File: config.mk
export PLATFORM = sky130hd
export DESIGN_NAME = load_store_unit_flat
export DESIGN_NICKNAME = d
export VERILOG_FILES = /design/src/rtl/load_store_unit_if.sv /design/src/rtl/load_store_unit.sv /design/src/flat_wrapper.sv
export SDC_FILE = /design/constraint.sdc
export NUM_CORES = 1
export LEC_CHECK = 0
export ABC_AREA = 1
export CORE_MARGIN = 2
export CORE_UTILIZATION = 50
export CTS_CLUSTER_DIAMETER = 80
export DETAILED_ROUTE_END_ITERATION = 8
export PLACE_DENSITY_LB_ADDON = 0.05
export SYNTH_ARGS = -nofsm -noshare
export SYNTH_HDL_FRONTEND = slang
export SYNTH_SLANG_ARGS = --single-unit
File: constraint.sdc
create_clock -name clk -period 3.71 [get_ports clk]
set_input_delay 1.113 -clock clk [delete_from_list [all_inputs] [get_ports clk]]
set_output_delay 1.113 -clock clk [all_outputs]
set_load 0.05 [all_outputs]
File: src/rtl/load_store_unit_if.sv
// Core-side request/response and memory-side strobe bundle for the load/store unit.
interface load_store_unit_if #(parameter int MEM_AW = 9);
  logic              req;
  logic              we;
  logic [2:0]        funct3;
  logic [31:0]       addr;
  logic [31:0]       wdata;
  logic              busy;
  logic              done;
  logic              err;
  logic [31:0]       rdata;
  logic              mem_read;
  logic              mem_write;
  logic [MEM_AW-1:0] mem_addr;
  logic [31:0]       mem_wdata;
  logic [31:0]       mem_rdata;

  modport slave (
    input  req, we, funct3, addr, wdata, mem_rdata,
    output busy, done, err, rdata, mem_read, mem_write, mem_addr, mem_wdata
  );
  modport master (
    output req, we, funct3, addr, wdata, mem_rdata,
    input  busy, done, err, rdata, mem_read, mem_write, mem_addr, mem_wdata
  );
endinterface

File: src/rtl/load_store_unit.sv
// Byte/half/word load-store unit over a word-wide memory; sub-word stores are
// done as read-modify-write.
module load_store_unit #(
  parameter int DEPTH_WORDS = 128,
  parameter int MEM_AW      = 9
) (
  input logic               clk,
  input logic               rst_n,
  load_store_unit_if.slave  bus
);
  typedef enum logic [1:0] {IDLE, RD, WR, RESP} state_t;
  typedef struct packed {
    logic        we;
    logic [2:0]  funct3;
    logic [1:0]  ofs;
    logic [15:0] wlo;
  } req_t;

  state_t            state_q, state_d;
  req_t              req_q, req_d;
  logic              done_q, done_d, err_q, err_d;
  logic              mem_read_q, mem_read_d, mem_write_q, mem_write_d;
  logic [31:0]       rdata_q, rdata_d, mem_wdata_q, mem_wdata_d;
  logic [MEM_AW-1:0] mem_addr_q, mem_addr_d;

  // Request legality is judged on the live inputs so the error path can go
  // straight to RESP from the accept edge.
  logic bad_code, misalign, oob, acc_err;
  always_comb begin
    bad_code = bus.we ? (bus.funct3 > 3'b010)
                      : (bus.funct3 == 3'b011 || bus.funct3[2:1] == 2'b11);
    misalign = (bus.funct3[1:0] == 2'b01 && bus.addr[0]) ||
               (bus.funct3[1:0] == 2'b10 && bus.addr[1:0] != 2'b00);
    oob      = {2'b00, bus.addr[31:2]} >= 32'(DEPTH_WORDS);
    acc_err  = bad_code || misalign || oob;
  end

  // Legal halves and words have offsets 0/2 and 0, so one byte-granular shift
  // serves every load width.
  logic [31:0] rd_sh, ld_val;
  assign rd_sh = bus.mem_rdata >> {req_q.ofs, 3'b000};
  always_comb begin
    case (req_q.funct3)
      3'b000:  ld_val = {{24{rd_sh[7]}}, rd_sh[7:0]};
      3'b001:  ld_val = {{16{rd_sh[15]}}, rd_sh[15:0]};
      3'b100:  ld_val = {24'h0, rd_sh[7:0]};
      3'b101:  ld_val = {16'h0, rd_sh[15:0]};
      default: ld_val = rd_sh;
    endcase
  end

  logic [3:0]  be;
  logic [31:0] merged;
  for (genvar k = 0; k < 4; k++) begin : g_lane
    localparam logic [1:0] K = 2'(k);
    assign be[k] = req_q.funct3[0] ? (K[1] == req_q.ofs[1]) : (K == req_q.ofs);
    assign merged[8*k +: 8] = !be[k]          ? bus.mem_rdata[8*k +: 8] :
                              req_q.funct3[0] ? req_q.wlo[8*(k%2) +: 8] :
                                                req_q.wlo[7:0];
  end

  always_comb begin
    state_d     = state_q;
    req_d       = req_q;
    rdata_d     = rdata_q;
    mem_addr_d  = mem_addr_q;
    mem_wdata_d = mem_wdata_q;
    done_d      = 1'b0;
    err_d       = 1'b0;
    mem_read_d  = 1'b0;
    mem_write_d = 1'b0;
    case (state_q)
      IDLE: if (bus.req) begin
        req_d      = '{we: bus.we, funct3: bus.funct3, ofs: bus.addr[1:0], wlo: bus.wdata[15:0]};
        mem_addr_d = bus.addr[MEM_AW+1:2];
        if (acc_err) begin
          state_d = RESP;
          done_d  = 1'b1;
          err_d   = 1'b1;
        end else if (bus.we && bus.funct3 == 3'b010) begin
          state_d     = WR;
          mem_write_d = 1'b1;
          mem_wdata_d = bus.wdata;
        end else begin
          state_d    = RD;
          mem_read_d = 1'b1;
        end
      end
      RD: if (req_q.we) begin
        state_d     = WR;
        mem_write_d = 1'b1;
        mem_wdata_d = merged;
      end else begin
        state_d = RESP;
        done_d  = 1'b1;
        rdata_d = ld_val;
      end
      WR: begin
        state_d = RESP;
        done_d  = 1'b1;
      end
      default: state_d = IDLE;
    endcase
  end

  always_ff @(posedge clk or negedge rst_n) begin
    if (!rst_n) begin
      state_q     <= IDLE;
      req_q       <= '0;
      rdata_q     <= '0;
      mem_addr_q  <= '0;
      mem_wdata_q <= '0;
      done_q      <= 1'b0;
      err_q       <= 1'b0;
      mem_read_q  <= 1'b0;
      mem_write_q <= 1'b0;
    end else begin
      state_q     <= state_d;
      req_q       <= req_d;
      rdata_q     <= rdata_d;
      mem_addr_q  <= mem_addr_d;
      mem_wdata_q <= mem_wdata_d;
      done_q      <= done_d;
      err_q       <= err_d;
      mem_read_q  <= mem_read_d;
      mem_write_q <= mem_write_d;
    end
  end

  assign bus.busy      = (state_q != IDLE);
  assign bus.done      = done_q;
  assign bus.err       = err_q;
  assign bus.rdata     = rdata_q;
  assign bus.mem_read  = mem_read_q;
  assign bus.mem_write = mem_write_q;
  assign bus.mem_addr  = mem_addr_q;
  assign bus.mem_wdata = mem_wdata_q;
endmodule

File: src/flat_wrapper.sv
// flat-port wrapper written by rule: the top's interface ports become plain ports
module load_store_unit_flat 
#(
  parameter int DEPTH_WORDS = 128,
  parameter int MEM_AW      = 9
)
  (clk, rst_n, bus_req, bus_we, bus_funct3, bus_addr, bus_wdata, bus_mem_rdata, bus_busy, bus_done, bus_err, bus_rdata, bus_mem_read, bus_mem_write, bus_mem_addr, bus_mem_wdata);
  load_store_unit_if #(.MEM_AW(MEM_AW)) bus_i ();
  input logic clk;
  input logic rst_n;
  input wire logic [$bits(bus_i.req)-1:0] bus_req;
  input wire logic [$bits(bus_i.we)-1:0] bus_we;
  input wire logic [$bits(bus_i.funct3)-1:0] bus_funct3;
  input wire logic [$bits(bus_i.addr)-1:0] bus_addr;
  input wire logic [$bits(bus_i.wdata)-1:0] bus_wdata;
  input wire logic [$bits(bus_i.mem_rdata)-1:0] bus_mem_rdata;
  output wire logic [$bits(bus_i.busy)-1:0] bus_busy;
  output wire logic [$bits(bus_i.done)-1:0] bus_done;
  output wire logic [$bits(bus_i.err)-1:0] bus_err;
  output wire logic [$bits(bus_i.rdata)-1:0] bus_rdata;
  output wire logic [$bits(bus_i.mem_read)-1:0] bus_mem_read;
  output wire logic [$bits(bus_i.mem_write)-1:0] bus_mem_write;
  output wire logic [$bits(bus_i.mem_addr)-1:0] bus_mem_addr;
  output wire logic [$bits(bus_i.mem_wdata)-1:0] bus_mem_wdata;
  assign bus_i.req = bus_req;
  assign bus_i.we = bus_we;
  assign bus_i.funct3 = bus_funct3;
  assign bus_i.addr = bus_addr;
  assign bus_i.wdata = bus_wdata;
  assign bus_i.mem_rdata = bus_mem_rdata;
  assign bus_busy = bus_i.busy;
  assign bus_done = bus_i.done;
  assign bus_err = bus_i.err;
  assign bus_rdata = bus_i.rdata;
  assign bus_mem_read = bus_i.mem_read;
  assign bus_mem_write = bus_i.mem_write;
  assign bus_mem_addr = bus_i.mem_addr;
  assign bus_mem_wdata = bus_i.mem_wdata;
  load_store_unit #(.DEPTH_WORDS(DEPTH_WORDS), .MEM_AW(MEM_AW)) u_core (.clk(clk), .rst_n(rst_n), .bus(bus_i));
endmodule
==> impl_metrics.tcl, run 1 <==
set metrics [dict create \
    syn-num-nets 855 \
    avgViaCountPerCell 5.394 \
    setup_violations 0 \
    floorplan.initialDensity_pct 50.85 \
    clkPwrFrac_pct 11.8 \
    synth_xor_area_share_pct 0 \
    synth.yosys.seq_area_share_pct 43.90 \
    tightest_slew_ns 1.014 \
    port-buffer-count 180 \
    post_cts_resized 0 \
    use_met3_pct 7.654 \
    fin_hold_ws_ns 0.4705 \
    grt_pass1_wl_microns 28520 \
    design.die.area_sq_mm 0.01239 \
    h-tree-depth 3 \
    drt-initial-drc-count 436 \
    hold_violations 0 \
    finalWorstPathRequiredPeriod_ns 3.143 \
    cts-buffers-inserted 9 \
    first_global_vias 5604 \
    grt_busiest_layer "met2" \
    r2r_setup_slack_ns 1.15 \
    accumulated_negative_setup_slack_ns 0 \
    worst-endpoint-required_ns 2.60 \
    grt.met1_usage_pct 37.48 \
    hpwl_after_dpl_microns 13410 \
    worstPathBufferInverterCount 3 \
    die_w_microns 111.3 \
    post_synth_fa_ha_maj_area_fraction_pct 0.8694 \
    status "complete, no violations" \
    hold_class "reg -> reg" \
    insertion_delay_ns 0.36 \
    post_synth.cell_area_avg_sq_um 7.696 \
    timing.slew.headroom_pct 32.40 \
    layout_worst_path_cycle_share_pct 84.72 \
    worstPathArrival_ns 2.03 \
    count_of_unique_library_cells_instantiated_by_yosys 37 \
    static-leakage-power_uw 0.003647 \
    layout-area-overhead-vs-synth_pct 35.60 \
    clk_pin_slew_ns 0.07 \
    row_count 39 \
    power_density_mw_per_mm2 1025 \
    mappedNetlistArea_sq_mm 0.005757 \
    wirelength_microns 17810 \
    sequential_share_of_power_pct 25.8 \
    grtUsageMet2_pct 49.19 \
    fmaxAchievable_ghz 0.3182 \
    clock_tree.root_cell "sky130_fd_sc_hd__clkbuf_16" \
    setup_repair_after_global_routing_missed_its_margin "false" \
    compound_cell_area_share_of_the_yosys_netlist_pct 19.52 \
    cts_hold_buf 0 \
    synth-simple-area-share_pct 24.26 \
    detailed_routing_iterations_pass_1 6 \
    max-vdd-ir-drop_uv 792.9 \
    timing.critical_path.from_type "flip-flop" \
    cts-root-to-sink-buffers 2 \
    share_of_final_layout_standard_cells_stronger_than_drive_strength_1_pct 6.733 \
    cpPeakStageDelay_ns 0.79 \
    critical_path.slowest_cell "sky130_fd_sc_hd__clkdlybuf4s50_1" \
    fin_util_pct 68.95 \
    slew_viol_final 0 \
    residual_drc_count 0 \
    final_antenna_net_count 0 \
    synthesis.instances 748 \
    power.share.combinational_pct 62.4 \
    cts_num_sinks 101 \
    chip_height_microns 111.3 \
    final.setup.worst_slack_ns 0.5670 \
    final.setup_skew_ns 0.009161 \
    io-pin-count 181 \
    synth_seq_cells 101 \
    synth.yosys.warnings 0 \
    worstPathMaxFanout 5 \
    grt_util_all_layers_pct 29.19 \
    aggregate_global_routing_overflow 0 \
    synth_mux_area_share_pct 0 \
    placeableCoreArea_sq_mm 0.01132 \
    netSwitchingPower_uw 4208 \
    place_ws_ns 0.6163 \
    insertedDiodeCount 0 \
    wl_per_cell_microns 16.98 \
    synth_top_family_by_area "simple AND/OR/NAND/NOR gates" \
    finalWeightedCongestion 0.9025 \
    criticalPathCategory "reg -> out" \
    grt_max_degree 67 \
    route.vias.total 5658 \
    grt_antenna_before_repair 0 \
    cts_tree "yes" \
    timing.max_cap.violations 0 \
    power.switching_fraction_pct 52.58 \
    finish.net_count 1008 \
    power.internal_uw 3795 \
    cts_post_setup_buffers_inserted 0 \
    critical_path.cell_chain "inv_1 -> ha_1 -> inv_2 -> clkdlybuf4s50_1" \
    cp-end-kind "output port" \
    critPathTopFamily "buffers and inverters" \
]
## routing by layer
layer  wire [microns]  part of all wire (%)  vias up
li1                 -                     -     2747
met4              304                   1.7        0
met5                0                     0        -
met3             1315                   7.4       28
met2             8781                    49      224
met1             7405                    42     2659
## synth_stat cells
cell	number	area, sq um
sky130_fd_sc_hd__buf_1	1	3.750
sky130_fd_sc_hd__dfrtp_1	101	2527
sky130_fd_sc_hd__a2bb2oi_1	1	8.760
sky130_fd_sc_hd__o21bai_2	10	112.6
sky130_fd_sc_hd__nand4_1	1	6.260
sky130_fd_sc_hd__buf_4	5	37.54
sky130_fd_sc_hd__nor2_1	51	191.4
sky130_fd_sc_hd__buf_2	15	75.07
sky130_fd_sc_hd__nor3_4	1	16.27
sky130_fd_sc_hd__inv_1	90	337.8
sky130_fd_sc_hd__nand3_2	1	10.01
sky130_fd_sc_hd__o21a_1	1	7.510
sky130_fd_sc_hd__inv_2	3	11.26
sky130_fd_sc_hd__or2_2	3	18.77
sky130_fd_sc_hd__o211ai_1	23	172.7
sky130_fd_sc_hd__or2_0	1	6.260
sky130_fd_sc_hd__nand2_8	1	20.02
sky130_fd_sc_hd__a31oi_1	8	50.05
sky130_fd_sc_hd__a21oi_4	2	32.53
sky130_fd_sc_hd__o22ai_1	16	100.1
sky130_fd_sc_hd__nor3_1	7	35.03
sky130_fd_sc_hd__buf_6	11	123.9
sky130_fd_sc_hd__nand3_1	49	245.2
sky130_fd_sc_hd__a21oi_1	33	165.2
sky130_fd_sc_hd__o211ai_2	2	25.02
sky130_fd_sc_hd__clkbuf_1	13	48.80
sky130_fd_sc_hd__nor2_4	3	33.78
sky130_fd_sc_hd__ha_1	4	50.05
sky130_fd_sc_hd__inv_4	2	12.51
sky130_fd_sc_hd__o21ai_1	13	65.06
sky130_fd_sc_hd__or2_1	6	37.54
sky130_fd_sc_hd__a221oi_1	5	43.79
sky130_fd_sc_hd__inv_6	1	8.760
sky130_fd_sc_hd__o21ai_0	68	340.3
sky130_fd_sc_hd__nand2_4	4	45.04
sky130_fd_sc_hd__nand2_2	4	25.02
sky130_fd_sc_hd__nand2_1	188	705.7
## area by class of cell
cell class / count / area (sq um)
Clock inverter: 6 / 63.81
Timing Repair Buffer: 187 / 1864
Sequential cell: 101 / 2527
Tap cell: 143 / 178.9
Inverter: 96 / 370.4
Clock buffer: 10 / 229.0
Fill cell: 985 / 3515
Multi-Input combinational cell: 506 / 2572
## layout by cell type, fill, tap and decap left out, drive strengths merged, types with 3 or more instances in the layout
cell	synthesis	routed
o21bai	10	10
o22ai	16	16
or2	10	10
a221oi	5	5
nor3	8	8
ha	4	4
o211ai	25	25
a21oi	35	35
o21ai	81	81
inv	96	96
a31oi	8	8
nor2	54	54
nand2	197	197
buf	32	8
nand3	50	50
clkbuf	13	10
dfrtp	101	101
clkinv	0	3
clkdlybuf4s50	0	179
## worst min-delay path, cell delays in order, from the launching register on
cell,delay (ns)
sky130_fd_sc_hd__dfrtp_1,0.34
sky130_fd_sc_hd__nand2_1,0.05
sky130_fd_sc_hd__nand2_1,0.04
## stage by stage
step	cell area, sq um	total power, uW	std cells
after floorplan	5757	5680	748
after global placement	7513	6926	1033
after detailed placement	7513	7041	1033
after CTS	7806	8025	1049
after global routing	7806	8509	1049
final	7806	8002	1049
## path summary, 6_finish.rpt
path	startpoint	to	depth (start not counted)
worst min-delay path	u_core.bus.mem_wdata[13]	u_core.bus.mem_wdata[13]	2
worst max register to register	u_core.state_q[1]	u_core.bus.mem_wdata[11]	8
max in group asynchronous	rst_n	u_core.bus.rdata[22]	2
worst max-delay path	u_core.state_q[0]	bus_busy	4
min in group asynchronous	rst_n	u_core.bus.mem_wdata[2]	1
worst min register to register	u_core.bus.mem_wdata[13]	u_core.bus.mem_wdata[13]	2
## flip-flops by register name (all words and copies together), names as in the netlist
name                  flops
u_core.bus.mem_read       1
u_core.bus.mem_wdata     32
u_core.state_q            2
u_core.bus.mem_write      1
u_core.bus.err            1
u_core.req_q             22
u_core.bus.done           1
u_core.bus.rdata         32
u_core.bus.mem_addr       9
## power by group through the flow
stage               clock network (uW)  registers, uW  logic (uW)
floorplan                            0           3320        2360
global route                      1020           2120        5370
detailed placement                   0           2060        4980
finish                             946           2070        4990
CTS                                968           2060        5000
global placement                     0           2050        4880
## logic make-up (layout without fill, tap and decap cells)
| kind of cell | Yosys count | count (layout) |
|---|---|---|
| AO/OA/AOI/OAI | 182 | 182 |
| adder cells (fa/ha/maj) | 4 | 4 |
| buffers and inverters | 141 | 299 |
| flip-flops | 101 | 101 |
| AND/OR/NAND/NOR | 320 | 320 |
Power figures use the tool's default switching activity.
==> run 2, diff against run 1 <==
CORE_UTILIZATION = 47   (was 50)
clock period = 3.3 ns   (was 3.71 ns; I/O delays follow)
==> impl_metrics.tcl, run 2 (same netlist as run 1, synthesis figures left out) <==
set metrics [dict create \
    most_common_library_cell_in_the_layout_ignoring_fill_and_taps "sky130_fd_sc_hd__nand2_1" \
    avgViaCountPerCell 5.371 \
    worstPathMaxFanout 5 \
    tightest_slew_ns 1.150 \
    placeableCoreArea_sq_mm 0.01196 \
    cts_hold_buf 0 \
    cts-root-to-sink-buffers 2 \
    cts_num_sinks 101 \
    grt_max_degree 69 \
    die_w_microns 114.7 \
    most-common-layout-cells "sky130_fd_sc_hd__nand2_1 (188), sky130_fd_sc_hd__clkdlybuf4s50_1 (179), sky130_fd_sc_hd__dfrtp_1 (101)" \
    wl_per_cell_microns 16.73 \
    detailed_routing_iterations_pass_1 5 \
    layout_worst_path_cycle_share_pct 91.04 \
    setup_violations 0 \
    status "complete, no violations" \
    design.die.area_sq_mm 0.01315 \
    cts-buffers-inserted 9 \
    clk_pin_slew_ns 0.07 \
    power.total_uw 9016 \
    worstPathBufferInverterCount 3 \
    timing.critical_path.from_type "flip-flop" \
    max-vdd-ir-drop_uv 694.9 \
    cts_post_setup_buffers_inserted 0 \
    insertedDiodeCount 0 \
    grt_antenna_before_repair 0 \
    setup_repair_after_global_routing_missed_its_margin "false" \
    grt_pass1_wl_microns 28270 \
    critical_path.slowest_cell "sky130_fd_sc_hd__clkdlybuf4s50_1" \
    cp-end-kind "output port" \
    criticalPathCategory "reg -> out" \
    final_antenna_net_count 0 \
    floorplan.initialDensity_pct 48.13 \
    post_cts_resized 0 \
    chip_height_microns 114.7 \
    worstPathArrival_ns 2.01 \
    timing.slew.headroom_pct 23.33 \
    final.setup.worst_slack_ns 0.2956 \
    io-pin-count 181 \
    hold_class "reg -> reg" \
    share_of_final_layout_standard_cells_stronger_than_drive_strength_1_pct 6.725 \
    hold_violations 0 \
    sequential_cell_area_sq_mm 0.002527 \
    layout.filler_cells 1057 \
    place_ws_ns 0.3498 \
    power_density_mw_per_mm2 1152 \
    cpPeakStageDelay_ns 0.79 \
    cts_tree "yes" \
    clock_tree.root_cell "sky130_fd_sc_hd__clkbuf_16" \
    critical_path.cell_chain "inv_1 -> ha_1 -> inv_2 -> clkdlybuf4s50_1" \
    insertion_delay_ns 0.35 \
    critPathTopFamily "buffers and inverters" \
    static-leakage-power_uw 0.003663 \
    fmaxAchievable_ghz 0.3328 \
    final.setup_skew_ns 0.003856 \
    accumulated_negative_setup_slack_ns 0 \
    drt-initial-drc-count 430 \
    finish.net_count 1009 \
    hpwl_after_dpl_microns 13280 \
    wirelength_microns 17640 \
    h-tree-depth 3 \
    row_count 40 \
    aggregate_global_routing_overflow 0 \
    layout-area-overhead-vs-synth_pct 36.01 \
    route.vias.total 5661 \
    multi_input_comb_area_sq_mm 0.002572 \
    grt_util_all_layers_pct 27.91 \
    finalWeightedCongestion 0.9188 \
    finalWorstPathRequiredPeriod_ns 3.004 \
    first_global_vias 5602 \
    slew_viol_final 0 \
    worst-endpoint-required_ns 2.31 \
    residual_drc_count 0 \
    timing.max_cap.violations 0 \
    port-buffer-count 180 \
]
## run 2: cell types whose count changed in the layout (fill, tap and decap cells not counted)
cell                         change
sky130_fd_sc_hd__clkinvlp_4      -2
sky130_fd_sc_hd__clkbuf_1        +1
sky130_fd_sc_hd__clkinv_2        -1
sky130_fd_sc_hd__buf_4           +1
sky130_fd_sc_hd__clkbuf_8        +2
## run 2: worst paths after layout
kind	depth (start not counted)	end	start	slack, ns
hold reg to reg	2	u_core.bus.mem_wdata[29]	u_core.bus.mem_wdata[29]	0.47
max in group asynchronous	2	u_core.bus.rdata[6]	rst_n	1.97
min in group asynchronous	1	u_core.bus.mem_wdata[7]	rst_n	0.58
hold / removal	2	u_core.bus.mem_wdata[29]	u_core.bus.mem_wdata[29]	0.47
setup reg to reg	7	u_core.bus.rdata[26]	u_core.req_q[16]	0.71
setup / recovery	4	bus_busy	u_core.state_q[0]	0.30
## run 2: area by class of cell
class / count / share of cell area [%]
tap: 147 / 2.349
inverter: 96 / 4.730
timing repair buffer: 188 / 23.91
clock inverter: 3 / 0.5593
multi-input combinational: 506 / 32.85
sequential: 101 / 32.28
clock buffer: 13 / 3.324
## run 2: worst min-delay path, delay by kind of cell, from the launching register on
family	cells	cell delay, ns
and+or+nand+nor	2	0.10
DFF	1	0.34
## run 2: metal layers
layer	GRT usage, %	share of wire (%)	up-vias
li1	-	-	2743
met3	6.988	7.5	34
met1	35.72	43	2674
met2	45.56	47	210
met5	0	0	-
met4	10.73	2.8	0
## run 2: per-stage QoR
stage          cells  utilization (%)  hold slack, ns  area [sq um]
2_1_floorplan    748                -          0.4479          5757
3_3_place_gp    1038            62.92          0.4537          7526
3_5_place_dp    1038            62.92          0.4583          7526
4_1_cts         1054            65.46          0.4748          7830
5_1_grt         1054            65.46          0.4952          7830
6_report        1054            65.46          0.4716          7830
## run 2: where the power goes
group	internal [uW]	total, uW	switching, uW	leakage, uW
sequential	1850	2300	448	0.00123
clock	630	1100	466	0.000150
combinational	1840	5620	3790	0.00228
total	4320	9020	4700	0.00366
==> run 3, diff against run 2 <==
CAP_MARGIN = 20   (was not set)
CORE_MARGIN = not set   (was 2)
==> impl_metrics.tcl, run 3 (same netlist as run 1, synthesis figures left out) <==
set metrics [dict create \
    final.setup_skew_ns 0.008865 \
    timing.max_cap.violations 0 \
    chip_height_microns 112.7 \
    final_cell_count_no_fill 1055 \
    multi_input_comb_area_sq_mm 0.002572 \
    worstPathArrival_ns 2.06 \
    power.switching_fraction_pct 52.55 \
    clk_pin_slew_ns 0.07 \
    grt_antenna_before_repair 0 \
    r2r_setup_slack_ns 0.97 \
    sequential_share_of_power_pct 24.8 \
    insertion_delay_ns 0.35 \
    most-common-layout-cells "sky130_fd_sc_hd__nand2_1 (188), sky130_fd_sc_hd__clkdlybuf4s50_1 (179), sky130_fd_sc_hd__dfrtp_1 (101)" \
    hold_violations 0 \
    cts_post_setup_buffers_inserted 0 \
    first_global_vias 5580 \
    hpwl_after_dpl_microns 13280 \
    hold_class "reg -> reg" \
    aggregate_global_routing_overflow 0 \
    finalWeightedCongestion 0.8520 \
    post_placement_cell_count 1038 \
    most_common_library_cell_in_the_layout_ignoring_fill_and_taps "sky130_fd_sc_hd__nand2_1" \
    timing.critical_path.from_type "flip-flop" \
    post_cts_resized 0 \
    power.share.combinational_pct 63.0 \
    regToRegEndpoint "u_core.bus.mem_wdata[0]" \
    clock_tree.root_cell "sky130_fd_sc_hd__clkbuf_16" \
    layout.filler_cells 1084 \
    wl_per_cell_microns 16.83 \
    power_density_mw_per_mm2 1156 \
    cts_num_sinks 101 \
    h-tree-depth 3 \
    worst-endpoint-required_ns 2.31 \
    reg2reg_from "u_core.state_q[1]" \
    netSwitchingPower_uw 4777 \
    cts-buffers-inserted 9 \
    wirelength_microns 17750 \
    max-vdd-ir-drop_uv 716.8 \
    setup_repair_after_global_routing_missed_its_margin "false" \
    share_of_final_layout_standard_cells_stronger_than_drive_strength_1_pct 7.048 \
    finish.net_count 1010 \
    status "complete, no violations" \
    cts_hold_buf 0 \
    cts_tree "yes" \
    grt_pass1_wl_microns 28150 \
    hold_path.startpoint "u_core.bus.mem_wdata[26]" \
    timing.slew.headroom_pct 61.42 \
    cp-end-kind "output port" \
    floorplan.initialDensity_pct 48.13 \
    die_w_microns 112.7 \
    accumulated_negative_setup_slack_ns 0 \
    fmaxAchievable_ghz 0.3274 \
    residual_drc_count 0 \
    port-buffer-count 180 \
    worstPathMaxFanout 5 \
    cts-root-to-sink-buffers 2 \
    min_path_cells 2 \
    route.vias.total 5637 \
    avgViaCountPerCell 5.343 \
    min_delay_worst_endpoint "u_core.bus.mem_wdata[26]" \
    postPlaceCellArea_sq_mm 0.007526 \
    criticalPathCategory "reg -> out" \
    insertedDiodeCount 0 \
    sequential_cell_area_sq_mm 0.002527 \
    placeableCoreArea_sq_mm 0.01196 \
    finalWorstPathRequiredPeriod_ns 3.054 \
    grt_max_degree 67 \
    row_count 40 \
    detailed_routing_iterations_pass_1 6 \
    slew_viol_final 0 \
    layout_worst_path_cycle_share_pct 92.56 \
    setup_violations 0 \
    clkPwrFrac_pct 12.1 \
    final_antenna_net_count 0 \
    power.internal_uw 4313 \
    layout-area-overhead-vs-synth_pct 36.56 \
    design.die.area_sq_mm 0.01269 \
    reg2regPathDepth 8 \
    tightest_slew_ns 0.5788 \
    fin_area_sq_mm 0.007861 \
    static-leakage-power_uw 0.003669 \
    grt_util_all_layers_pct 28.78 \
    drt-initial-drc-count 381 \
    io-pin-count 181 \
]
run 3: cell count changes in the layout (fill, tap and decap cells not counted), sizes merged:
cell / before / now
inv: 96 / 98
buf: 9 / 10
clkinvlp: 0 / 2
clkbuf: 13 / 9
run 3: power groups by stage:
stage / Sequential, uW / Clock [uW] / Combinational [uW]
3_3_place_gp: 2290 / 0 / 5530
2_1_floorplan: 3730 / 0 / 2660
3_5_place_dp: 2310 / 0 / 5630
4_1_cts: 2300 / 1120 / 5650
5_1_grt: 2320 / 1160 / 6180
6_report: 2260 / 1100 / 5730
run 3: cell type report:
cell class	count	share of cell area, %
clock buffer	9	2.865
clock inverter	7	1.050
inverter	96	4.711
multi-input combinational	506	32.72
sequential	101	32.15
tap	147	2.340
timing repair buffer	189	24.16
run 3: worst max-delay path by stage:
| stage | startpoint | end | depth (start not counted) | slack [ns] |
|---|---|---|---|---|
| 2_1_floorplan | bus_addr[31] | u_core.bus.mem_wdata[10] | 10 | 1.21 |
| 4_1_cts | u_core.state_q[0] | bus_busy | 4 | 0.24 |
| 5_1_grt | u_core.state_q[0] | bus_busy | 4 | 0.16 |
| 3_3_place_gp | bus_mem_rdata[23] | u_core.bus.rdata[15] | 9 | 0.39 |
| 6_report | u_core.state_q[0] | bus_busy | 4 | 0.25 |
| 3_5_place_dp | bus_we | u_core.bus.mem_wdata[3] | 9 | 0.32 |
run 3: per-stage QoR:
step / util [%] / setup slack (ns) / total power, uW / hold slack, ns
2_1_floorplan: - / 1.213 / 6385 / 0.4479
3_3_place_gp: 62.92 / 0.3913 / 7820 / 0.4531
3_5_place_dp: 62.92 / 0.3156 / 7942 / 0.4582
4_1_cts: 65.49 / 0.2365 / 9073 / 0.4756
5_1_grt: 65.72 / 0.1577 / 9672 / 0.5022
6_report: 65.72 / 0.2455 / 9090 / 0.4714
run 3: worst max-delay path: stages (launching register included):
cell,delay [ns]
sky130_fd_sc_hd__dfrtp_1,0.43
sky130_fd_sc_hd__inv_1,0.09
sky130_fd_sc_hd__ha_1,0.30
sky130_fd_sc_hd__inv_2,0.08
sky130_fd_sc_hd__clkdlybuf4s50_1,0.80
run 3: layer usage:
metal	GRT usage (%)	share of wire [%]	vias up	wire length, microns
met3	7.397	7.9	29	1394
met2	47.82	48	218	8506
met5	0	0	-	0
met1	36.69	42	2652	7468
li1	-	-	2738	-
met4	9.244	2.2	0	382
